### src/rtl/score_feeder_pkg.sv
// Shared constants, FSM encoding and slot helper for the score feeder and its packer.
// Sizes match the class-score sorter (10 x 16-bit signed, 4-bit index).
package score_feeder_pkg;

  localparam int N_CLASS     = 10;
  localparam int DW          = 16;
  localparam int IDX_W       = 4;
  localparam int LOAD_CYCLES = 2;
  localparam int SETTLE      = 10;
  localparam int TIMEOUT     = 64;

  localparam int CNT_W    = $clog2(N_CLASS + 1);
  localparam int LOAD_W   = (LOAD_CYCLES > 1) ? $clog2(LOAD_CYCLES) : 1;
  localparam int SETTLE_W = (SETTLE > 1) ? $clog2(SETTLE) : 1;
  localparam int WAIT_W   = (TIMEOUT > 1) ? $clog2(TIMEOUT) : 1;

  typedef enum logic [2:0] {
    ST_COLLECT = 3'd0,
    ST_LOAD    = 3'd1,
    ST_WAIT    = 3'd2,
    ST_SETTLE  = 3'd3,
    ST_RESULT  = 3'd4
  } state_t;

  // Element 0 sits in the MSBs, so element k starts at this bit.
  function automatic int slot_lsb(input int k);
    return DW * (N_CLASS - 1 - k);
  endfunction

endpackage

### src/rtl/score_feeder_packer.sv
// score_packer: fill counter plus slot write of incoming scores into the sorter's packed vector.
// The vector is held untouched between frames; clear only rewinds the fill counter.
module score_packer
  import score_feeder_pkg::*;
(
  input  logic                  clk,
  input  logic                  rst,
  input  logic                  clear,
  input  logic                  wr_en,
  input  logic [DW-1:0]         wr_data,
  output logic [N_CLASS*DW-1:0] data,
  output logic                  last,
  output logic                  full
);

  logic [CNT_W-1:0] count;

  assign last = (count == CNT_W'(N_CLASS - 1));
  assign full = (count == CNT_W'(N_CLASS));

  always_ff @(posedge clk) begin
    if (rst) begin
      data  <= '0;
      count <= '0;
    end else if (clear) begin
      count <= '0;
    end else if (wr_en && !full) begin
      for (int k = 0; k < N_CLASS; k++) begin
        if (count == CNT_W'(k)) begin
          data[slot_lsb(k) +: DW] <= wr_data;
        end
      end
      count <= count + CNT_W'(1);
    end
  end

endmodule

### src/rtl/score_feeder.sv
// score_feeder: collects one frame of class scores, drives the sorter load/complete protocol
// and hands the winning index and score to the consumer over a valid/ready handshake.
module score_feeder
  import score_feeder_pkg::*;
(
  input  logic                  clk,
  input  logic                  rst,
  input  logic                  in_valid,
  output logic                  in_ready,
  input  logic [DW-1:0]         in_data,
  output logic [N_CLASS*DW-1:0] sort_data,
  output logic                  sort_load,
  input  logic                  sort_complete,
  input  logic [IDX_W-1:0]      sort_index,
  input  logic [DW-1:0]         sort_max,
  output logic                  res_valid,
  input  logic                  res_ready,
  output logic [IDX_W-1:0]      res_index,
  output logic [DW-1:0]         res_score,
  output logic                  res_err
);

  localparam logic [LOAD_W-1:0]   LOAD_LAST   = LOAD_W'(LOAD_CYCLES - 1);
  localparam logic [WAIT_W-1:0]   WAIT_LAST   = WAIT_W'(TIMEOUT - 1);
  localparam logic [SETTLE_W-1:0] SETTLE_LAST = SETTLE_W'(SETTLE - 1);

  state_t state, state_next;

  logic [LOAD_W-1:0]   load_cnt;
  logic [WAIT_W-1:0]   wait_cnt;
  logic [SETTLE_W-1:0] settle_cnt;

  logic accept;
  logic clear;
  logic last;
  logic full;

  score_packer u_packer (
    .clk     (clk),
    .rst     (rst),
    .clear   (clear),
    .wr_en   (accept),
    .wr_data (in_data),
    .data    (sort_data),
    .last    (last),
    .full    (full)
  );

  always_ff @(posedge clk) begin
    if (rst) begin
      state <= ST_COLLECT;
    end else begin
      state <= state_next;
    end
  end

  // sort_complete is only looked at in WAIT; a level left over from the previous frame is harmless.
  always_comb begin
    state_next = state;
    in_ready   = 1'b0;
    accept     = 1'b0;
    sort_load  = 1'b0;
    res_valid  = 1'b0;
    clear      = 1'b0;
    case (state)
      ST_COLLECT: begin
        in_ready = !full;
        accept   = in_valid && !full;
        if (accept && last) begin
          state_next = ST_LOAD;
        end
      end
      ST_LOAD: begin
        sort_load = 1'b1;
        if (load_cnt == LOAD_LAST) begin
          state_next = ST_WAIT;
        end
      end
      ST_WAIT: begin
        if (sort_complete) begin
          state_next = ST_SETTLE;
        end else if (wait_cnt == WAIT_LAST) begin
          state_next = ST_RESULT;
        end
      end
      ST_SETTLE: begin
        if (settle_cnt == SETTLE_LAST) begin
          state_next = ST_RESULT;
        end
      end
      ST_RESULT: begin
        res_valid = 1'b1;
        if (res_ready) begin
          clear      = 1'b1;
          state_next = ST_COLLECT;
        end
      end
      default: begin
        state_next = ST_COLLECT;
      end
    endcase
  end

  // Each counter runs only while its state persists and is back at zero on exit.
  always_ff @(posedge clk) begin
    if (rst) begin
      load_cnt   <= '0;
      wait_cnt   <= '0;
      settle_cnt <= '0;
    end else begin
      load_cnt   <= (state == ST_LOAD   && state_next == ST_LOAD)   ? load_cnt + LOAD_W'(1)     : '0;
      wait_cnt   <= (state == ST_WAIT   && state_next == ST_WAIT)   ? wait_cnt + WAIT_W'(1)     : '0;
      settle_cnt <= (state == ST_SETTLE && state_next == ST_SETTLE) ? settle_cnt + SETTLE_W'(1) : '0;
    end
  end

  always_ff @(posedge clk) begin
    if (rst) begin
      res_index <= '0;
      res_score <= '0;
      res_err   <= 1'b0;
    end else if (state == ST_WAIT && state_next == ST_RESULT) begin
      res_index <= '0;
      res_score <= '0;
      res_err   <= 1'b1;
    end else if (state == ST_SETTLE && state_next == ST_RESULT) begin
      res_index <= sort_index;
      res_score <= sort_max;
      res_err   <= 1'b0;
    end
  end

endmodule

### config.mk
export PLATFORM = sky130hd
export DESIGN_NAME = score_feeder
export DESIGN_NICKNAME = d
export VERILOG_FILES = /design/src/rtl/score_feeder_pkg.sv /design/src/rtl/score_feeder_packer.sv /design/src/rtl/score_feeder.sv
export SDC_FILE = /design/constraint.sdc
export NUM_CORES = 1
export LEC_CHECK = 0
export BUFFER_PORTS_ARGS = -buffer_cell sky130_fd_sc_hd__clkbuf_2
export CAP_MARGIN = 25
export CELL_PAD_IN_SITES_DETAIL_PLACEMENT = 0
export CELL_PAD_IN_SITES_GLOBAL_PLACEMENT = 1
export CORE_ASPECT_RATIO = 0.75
export CORE_MARGIN = 1.5
export CORE_UTILIZATION = 38
export DETAILED_ROUTE_END_ITERATION = 10
export GPL_TIMING_DRIVEN = 0
export PLACE_DENSITY = 0.81
export SETUP_SLACK_MARGIN = 0.02
export SLEW_MARGIN = 40
export SYNTH_ARGS = -nofsm -noshare
export SYNTH_HDL_FRONTEND = slang
export SYNTH_SLANG_ARGS = --single-unit
### constraint.sdc
create_clock -name clk -period 2.6 [get_ports clk]
set_input_delay 0.26 -clock clk [delete_from_list [all_inputs] [get_ports clk]]
set_output_delay 0.26 -clock clk [all_outputs]
set_load 0.02 [all_outputs]
Word level (Yosys, flattened, before mapping)
Index checks and enable logic that the tools add are counted.
{"block": "totals", "reg_bits": 199, "output_inout_bits": 184}
{"block": "classes", "add_sub_neg": 4, "muxes": 15, "n_eq_ne": 20, "n_bitwise": 4, "reduce_logical": 27}
{"operator": "$reduce_and 3->1", "count": 10}
{"operator": "$mux 3", "count": 6}
{"operator": "$eq 4x3->1 const B", "count": 4}
{"operator": "$eq 4x4->1 const B", "count": 4}
{"operator": "$pmux 3 s5", "count": 1}
{"operator": "$eq 3x2->1 const B", "count": 4}
{"operator": "$reduce_or 2->1", "count": 5}
{"operator": "$add 4x1->4 const B", "count": 2}
{"operator": "$eq 4x2->1 const B", "count": 2}
{"operator": "$logic_and 1x1->1", "count": 8}
{"operator": "$mux 1", "count": 8}
{"operator": "$add 6x1->6 const B", "count": 1}
{"operator": "$eq 3x1->1 const B", "count": 2}
{"operator": "$eq 3x3->1 const B", "count": 2}
{"operator": "$eq 6x6->1 const B", "count": 1}
{"operator": "$eq 4x1->1 const B", "count": 1}
{"operator": "$logic_not 4->1", "count": 1}
{"operator": "$not 1->1", "count": 4}
{"operator": "$logic_not 3->1", "count": 1}
{"operator": "$reduce_bool 2->1", "count": 1}
{"operator": "$add 1x1->1 const B", "count": 1}
{"operator": "$logic_not 1->1", "count": 1}

Depth between registers and ports, before layout
{"block": "logic_depth", "depth_word": 10, "depth_mapped": 7}

Hierarchy
Synthesis repeated with hierarchy kept, for this count alone.
{"block": "unflattened", "hier_cells": 748, "area_unflattened_um2": 7942.6}
{"mod": "score_packer", "area_per_inst_um2": 6558.8, "cells_each": 590, "seq_area_each_um2": 3283.1, "instances": 1}
{"mod": "score_feeder", "area_per_inst_um2": 1383.8, "cells_each": 158, "seq_area_each_um2": 700.7, "instances": 1}

Least setup slack after synthesis
No wires, ideal clock.
{"block": "synth_path", "kind": "flip-flop to flip-flop", "startpoint": "register u_packer.count[0]", "endpoint": "register u_packer.data[21]", "stages_incl_launch_ff": 7, "path_slack_ps": 629, "required_ps": 2474, "path_buffers": 1, "setup_time_ps": 126, "t_arrival_ps": 1845, "path_cell_list": "dfxtp_1 > inv_1 > ha_1 > nor3b_2 > nand3_1 > buf_2 > mux2i_1"}
{"block": "synth_via", "elab_chain_len": 6, "word_cells_on_any_way": 7, "classes_between": "eq/ne (2); mux (1); reduce/logical (4)"}
{"item": "start, declared", "line": "score_feeder_packer.sv:16", "rtl": "logic [CNT_W-1:0] count;"}
{"item": "start signal, assigned", "line": "score_feeder_packer.sv:33", "rtl": "count <= count + CNT_W'(1);"}
{"item": "$eq 4x4->1", "line": "score_feeder_packer.sv:19", "rtl": "assign full = (count == CNT_W'(N_CLASS));"}
{"item": "$logic_not 1->1", "line": "score_feeder_packer.sv:27, score_feeder.sv:68"}
{"item": "$logic_and 1x1->1", "line": "score_feeder.sv:68", "rtl": "accept = in_valid && !full;"}
{"item": "$mux 1", "line": "score_feeder.sv:65", "rtl": "case (state)"}
{"item": "$logic_and 1x1->1", "line": "score_feeder_packer.sv:27", "rtl": "end else if (wr_en && !full) begin"}
{"item": "$reduce_and 3->1 (no source line) (*)"}
{"item": "end signal, assigned by index", "line": "score_feeder_packer.sv:30", "rtl": "data[slot_lsb(k) +: DW] <= wr_data;"}
{"item": "end, declared", "line": "score_feeder_packer.sv:11", "rtl": "output logic [N_CLASS*DW-1:0] data,"}
Mark *: on every way between the ends. The rest lies on a longest branch, timed or not.
A chain may end at the register's enable or synchronous reset.

Worst setup path in the final report
{"block": "layout_path", "startpoint": "register state[0]", "endpoint": "register u_packer.data[71]"}
{"block": "layout_via", "elab_chain_len": 4, "word_cells_on_any_way": 7, "classes_between": "eq/ne (1); mux (2); bitwise (1); reduce/logical (3)"}
{"item": "start, declared", "line": "score_feeder.sv:27", "rtl": "state_t state, state_next;"}
{"item": "start signal, assigned", "line": "score_feeder.sv:53", "rtl": "state <= state_next;"}
{"item": "$eq 3x3->1 or $logic_not 3->1 (tied branches)", "line": "score_feeder.sv:65"}
{"item": "$mux 1", "line": "score_feeder.sv:65"}
{"item": "$not 1->1 (no source line) or $logic_and 1x1->1 (tied branches)"}
{"item": "$reduce_and 3->1 (no source line) (*)"}
Marks and branches as above.

==> impl_metrics.ini <==
[outcome]
outcome = complete, no violations

[global_route]
grt_pass1_wl_um = 44300
grt-ovfl-total = 0
grtUsageTotal_pct = 27.1
top_usage_layer = met1
grt_pass1_vias = 7432
grt_antenna_before_repair = 0
met1_usage_pct = 40.3
grt_use_met2_pct = 37.3
gr-usage-met3_pct = 8.27
grt_max_degree = 17

[synthesis]
ys_seq_area_share_pct = 50.5
syn-num-nets = 1000
yosys_warnings = 0
synth_area_per_cell_um2 = 8.29
syn_inst = 952
ys_ff_latch = 199
synth_cell_types = 38
syn_area_um2 = 7890

[pwr]
internal_power_w = 0.00458
leakagePower_nw = 3.87
clockPowerShare_pct = 41.7
p_switching_w = 0.00162
seq_power_share_pct = 50.1
ir_drop_mv = 0.449
switching_share_pct = 26.1
p_comb_share_pct = 8.2
power_density_nw_per_um2 = 627

[critical_path]
path_class = reg2reg
cp_slowest_cell = clkbuf_1
critPathBufInv = 3
critPathMaxStageDelay_ps = 560
crit_arrival_ps = 2760
crit_family = buffers and inverters
cp_max_fo = 10
endpoint_kind = register
crit_top_cell = clkbuf_1
critPathRequiredTime_ps = 2970
cp-start-kind = register
path_cells = clkbuf_1, nor4b_2, clkbuf_1, clkbuf_1, nand3_1, a21oi_1

[layout]
drive_gt1_share_pct = 23.2
utilization_pct = 48.7
diodes = 0
layout.nets = 1227
area_growth_pct = 25.4
fillers = 2049

[clock_network]
ctsHtreeMaxLevel = 4
insertion_delay_ps = 440
clockBufferDepth = 2
clkTransAtPathRegs_ps = 70
cts_buffers = 17
cts_tree = done
cts_setup_buffers = 0
ctsHoldBuffers = 0
cts_sinks = 199
cts_root_buf = clkbuf_16

[timing]
finalSetupTns_ps = 0
fin_crit_ps = 2390
fin_crit_sh_pct = 91.9
final-hold-violation-count = 0
fmax_mhz = 418
worst_pin_slew_ps = 884
final_max_slew_viol_count = 0
setup_viol = 0
slew_headroom_pct = 41.1
skew_ps = 7.93
rsz0062_at_grt = false

[detailed_routing]
drtIter0Drc = 818
routedWlPerCell_um = 19.7
antenna_left = 0
routed_wl_um = 29100
route.detailed.drc = 0
vias = 8145
drtPass1Iterations = 5
vias_per_cell = 5.53

[floorplanning]
num_rows = 45
core_um2 = 20300
io_pins = 225
start_util_pct = 38.8
die_h_um = 128
dieArea_um2 = 21600
die-width_um = 169

[placed_design]
port_buffers = 208
gp_congestion = 0.803
hpwlAfterDp_um = 19600

[worst_hold_path]
worstHoldPathType = in2reg

[run]
maxCapViolCount = 0
## cell usage in the layout (no fill, tap or decap), drive strengths merged
cell / netlist / final
nand3b: 7 / 7
mux2i: 16 / 16
a31o: 1 / 1
or4b: 1 / 1
nor4b: 1 / 1
nand3: 159 / 159
nand4: 16 / 16
nor4: 1 / 1
a31oi: 3 / 3
nor4bb: 1 / 1
and3: 2 / 2
or3b: 4 / 4
a22oi: 1 / 1
xnor2: 3 / 3
inv: 8 / 10
and2: 1 / 1
a21o: 1 / 1
and3b: 8 / 8
o2111ai: 1 / 1
buf: 17 / 17
clkinvlp: 0 / 1
nor2: 6 / 6
xor2: 2 / 2
bufinv: 0 / 1
nor3b: 7 / 7
clkbuf: 93 / 323
or4: 1 / 1
o21ai: 170 / 170
nand2: 35 / 35
nand4bb: 1 / 1
ha: 7 / 7
a21oi: 171 / 171
clkinv: 1 / 7
o31ai: 1 / 1
or3: 2 / 2
nor3: 4 / 4
dfxtp: 199 / 199
## cells in the mapped netlist (all sizes together)
library cell	number	area, um^2
nor3b	7	57.6
or3	2	12.5
xor2	2	17.5
nor4	1	6.26
or3b	4	35.0
a22oi	1	7.51
nand4bb	1	11.3
buf	17	97.6
clkbuf	93	349
nand2	35	131
and3b	8	70.1
nand3b	7	52.6
and3	2	12.5
a31o	1	8.76
clkinv	1	3.75
mux2i	16	160
or4	1	7.51
nand3	159	796
o31ai	1	7.51
a21oi	171	856
nor2	6	22.5
nand4	16	100
nor4b	1	8.76
a31oi	3	18.8
nor3	4	20.0
o21ai	170	851
and2	1	6.26
inv	8	30.0
xnor2	3	26.3
o2111ai	1	8.76
ha	7	87.6
a21o	1	7.51
nor4bb	1	10.0
or4b	1	10.0
dfxtp	199	3980
## layer usage
metal  share of wire [%]  vias to the layer above
li1                    -                     3860
met5                   0                        -
met1                  47                     3894
met4                 1.6                        0
met3                  10                       34
met2                  41                      357
## worst min-delay path, cell delays in order
cell      delay, ps
clkbuf_2         80
nand3_1          50
a21oi_1          50
## stage by stage
stage / total power, W / setup WS, ps / std cells / cell area, um^2 / hold slack [ps]
global route: 0.00639 / 32.2 / 1474 / 9890 / 43.4
floorplan: 0.00346 / 629 / 952 / 7890 / 408
finish: 0.00621 / 210 / 1474 / 9890 / 50.6
CTS: 0.00622 / 41.4 / 1474 / 9870 / 36.6
detailed placement: 0.00367 / 59.7 / 1442 / 9310 / 453
global placement: 0.00367 / 100 / 1442 / 9290 / 436
## worst paths after layout
check                      end  cells past startpoint  slack, ps              start
max          u_packer.data[71]                      6        210           state[0]
min               res_score[6]                      3         50        sort_max[6]
max reg2reg  u_packer.data[71]                      6        210           state[0]
min reg2reg  u_packer.data[19]                      2        470  u_packer.data[19]
## flip-flops by register name (all words and copies together) (netlist names)
| name | cells |
|---|---|
| u_packer.count | 4 |
| res_index | 4 |
| load_cnt | 1 |
| wait_cnt | 6 |
| res_score | 16 |
| state | 3 |
| u_packer.data | 160 |
| settle_cnt | 4 |
| res_err | 1 |
## what timing repair did
item                                   CTS  global route
gates resized for setup                  0             2
setup endpoints to repair                0            82
endpoints found under the hold margin    0             0
## power by group through the flow
stage	sequential, W	combinational (W)	clock, W
detailed placement	0.00318	0.000496	0
finish	0.00311	0.000510	0.00259
CTS	0.00311	0.000499	0.00262
global placement	0.00318	0.000491	0
floorplan	0.00322	0.000244	0
global route	0.00311	0.000548	0.00273
## layout make-up
cell class	count	area, um^2	share of cell area, %
repair buffers	208	1040	10.5
inverters	9	33.8	0.341
well taps	282	353	3.57
flip-flops and latches	199	3980	40.3
clock inverters	10	96.3	0.974
clock buffers	22	464	4.69
multi-input cells	634	3460	35.0
plain buffers	110	464	4.69
## kinds of logic (layout without fill, tap and decap cells)
group	after synthesis	count (layout)	share of synthesized area, %
adder cells (fa/ha/maj)	7	7	1.11
AND/OR/NAND/NOR	257	257	17.4
buffers and inverters	119	359	6.09
XOR/XNOR	5	5	0.555
multiplexers	16	16	2.03
AO/OA/AOI/OAI	349	349	22.4
flip-flops	199	199	50.5
Power figures use the tool's default switching activity.
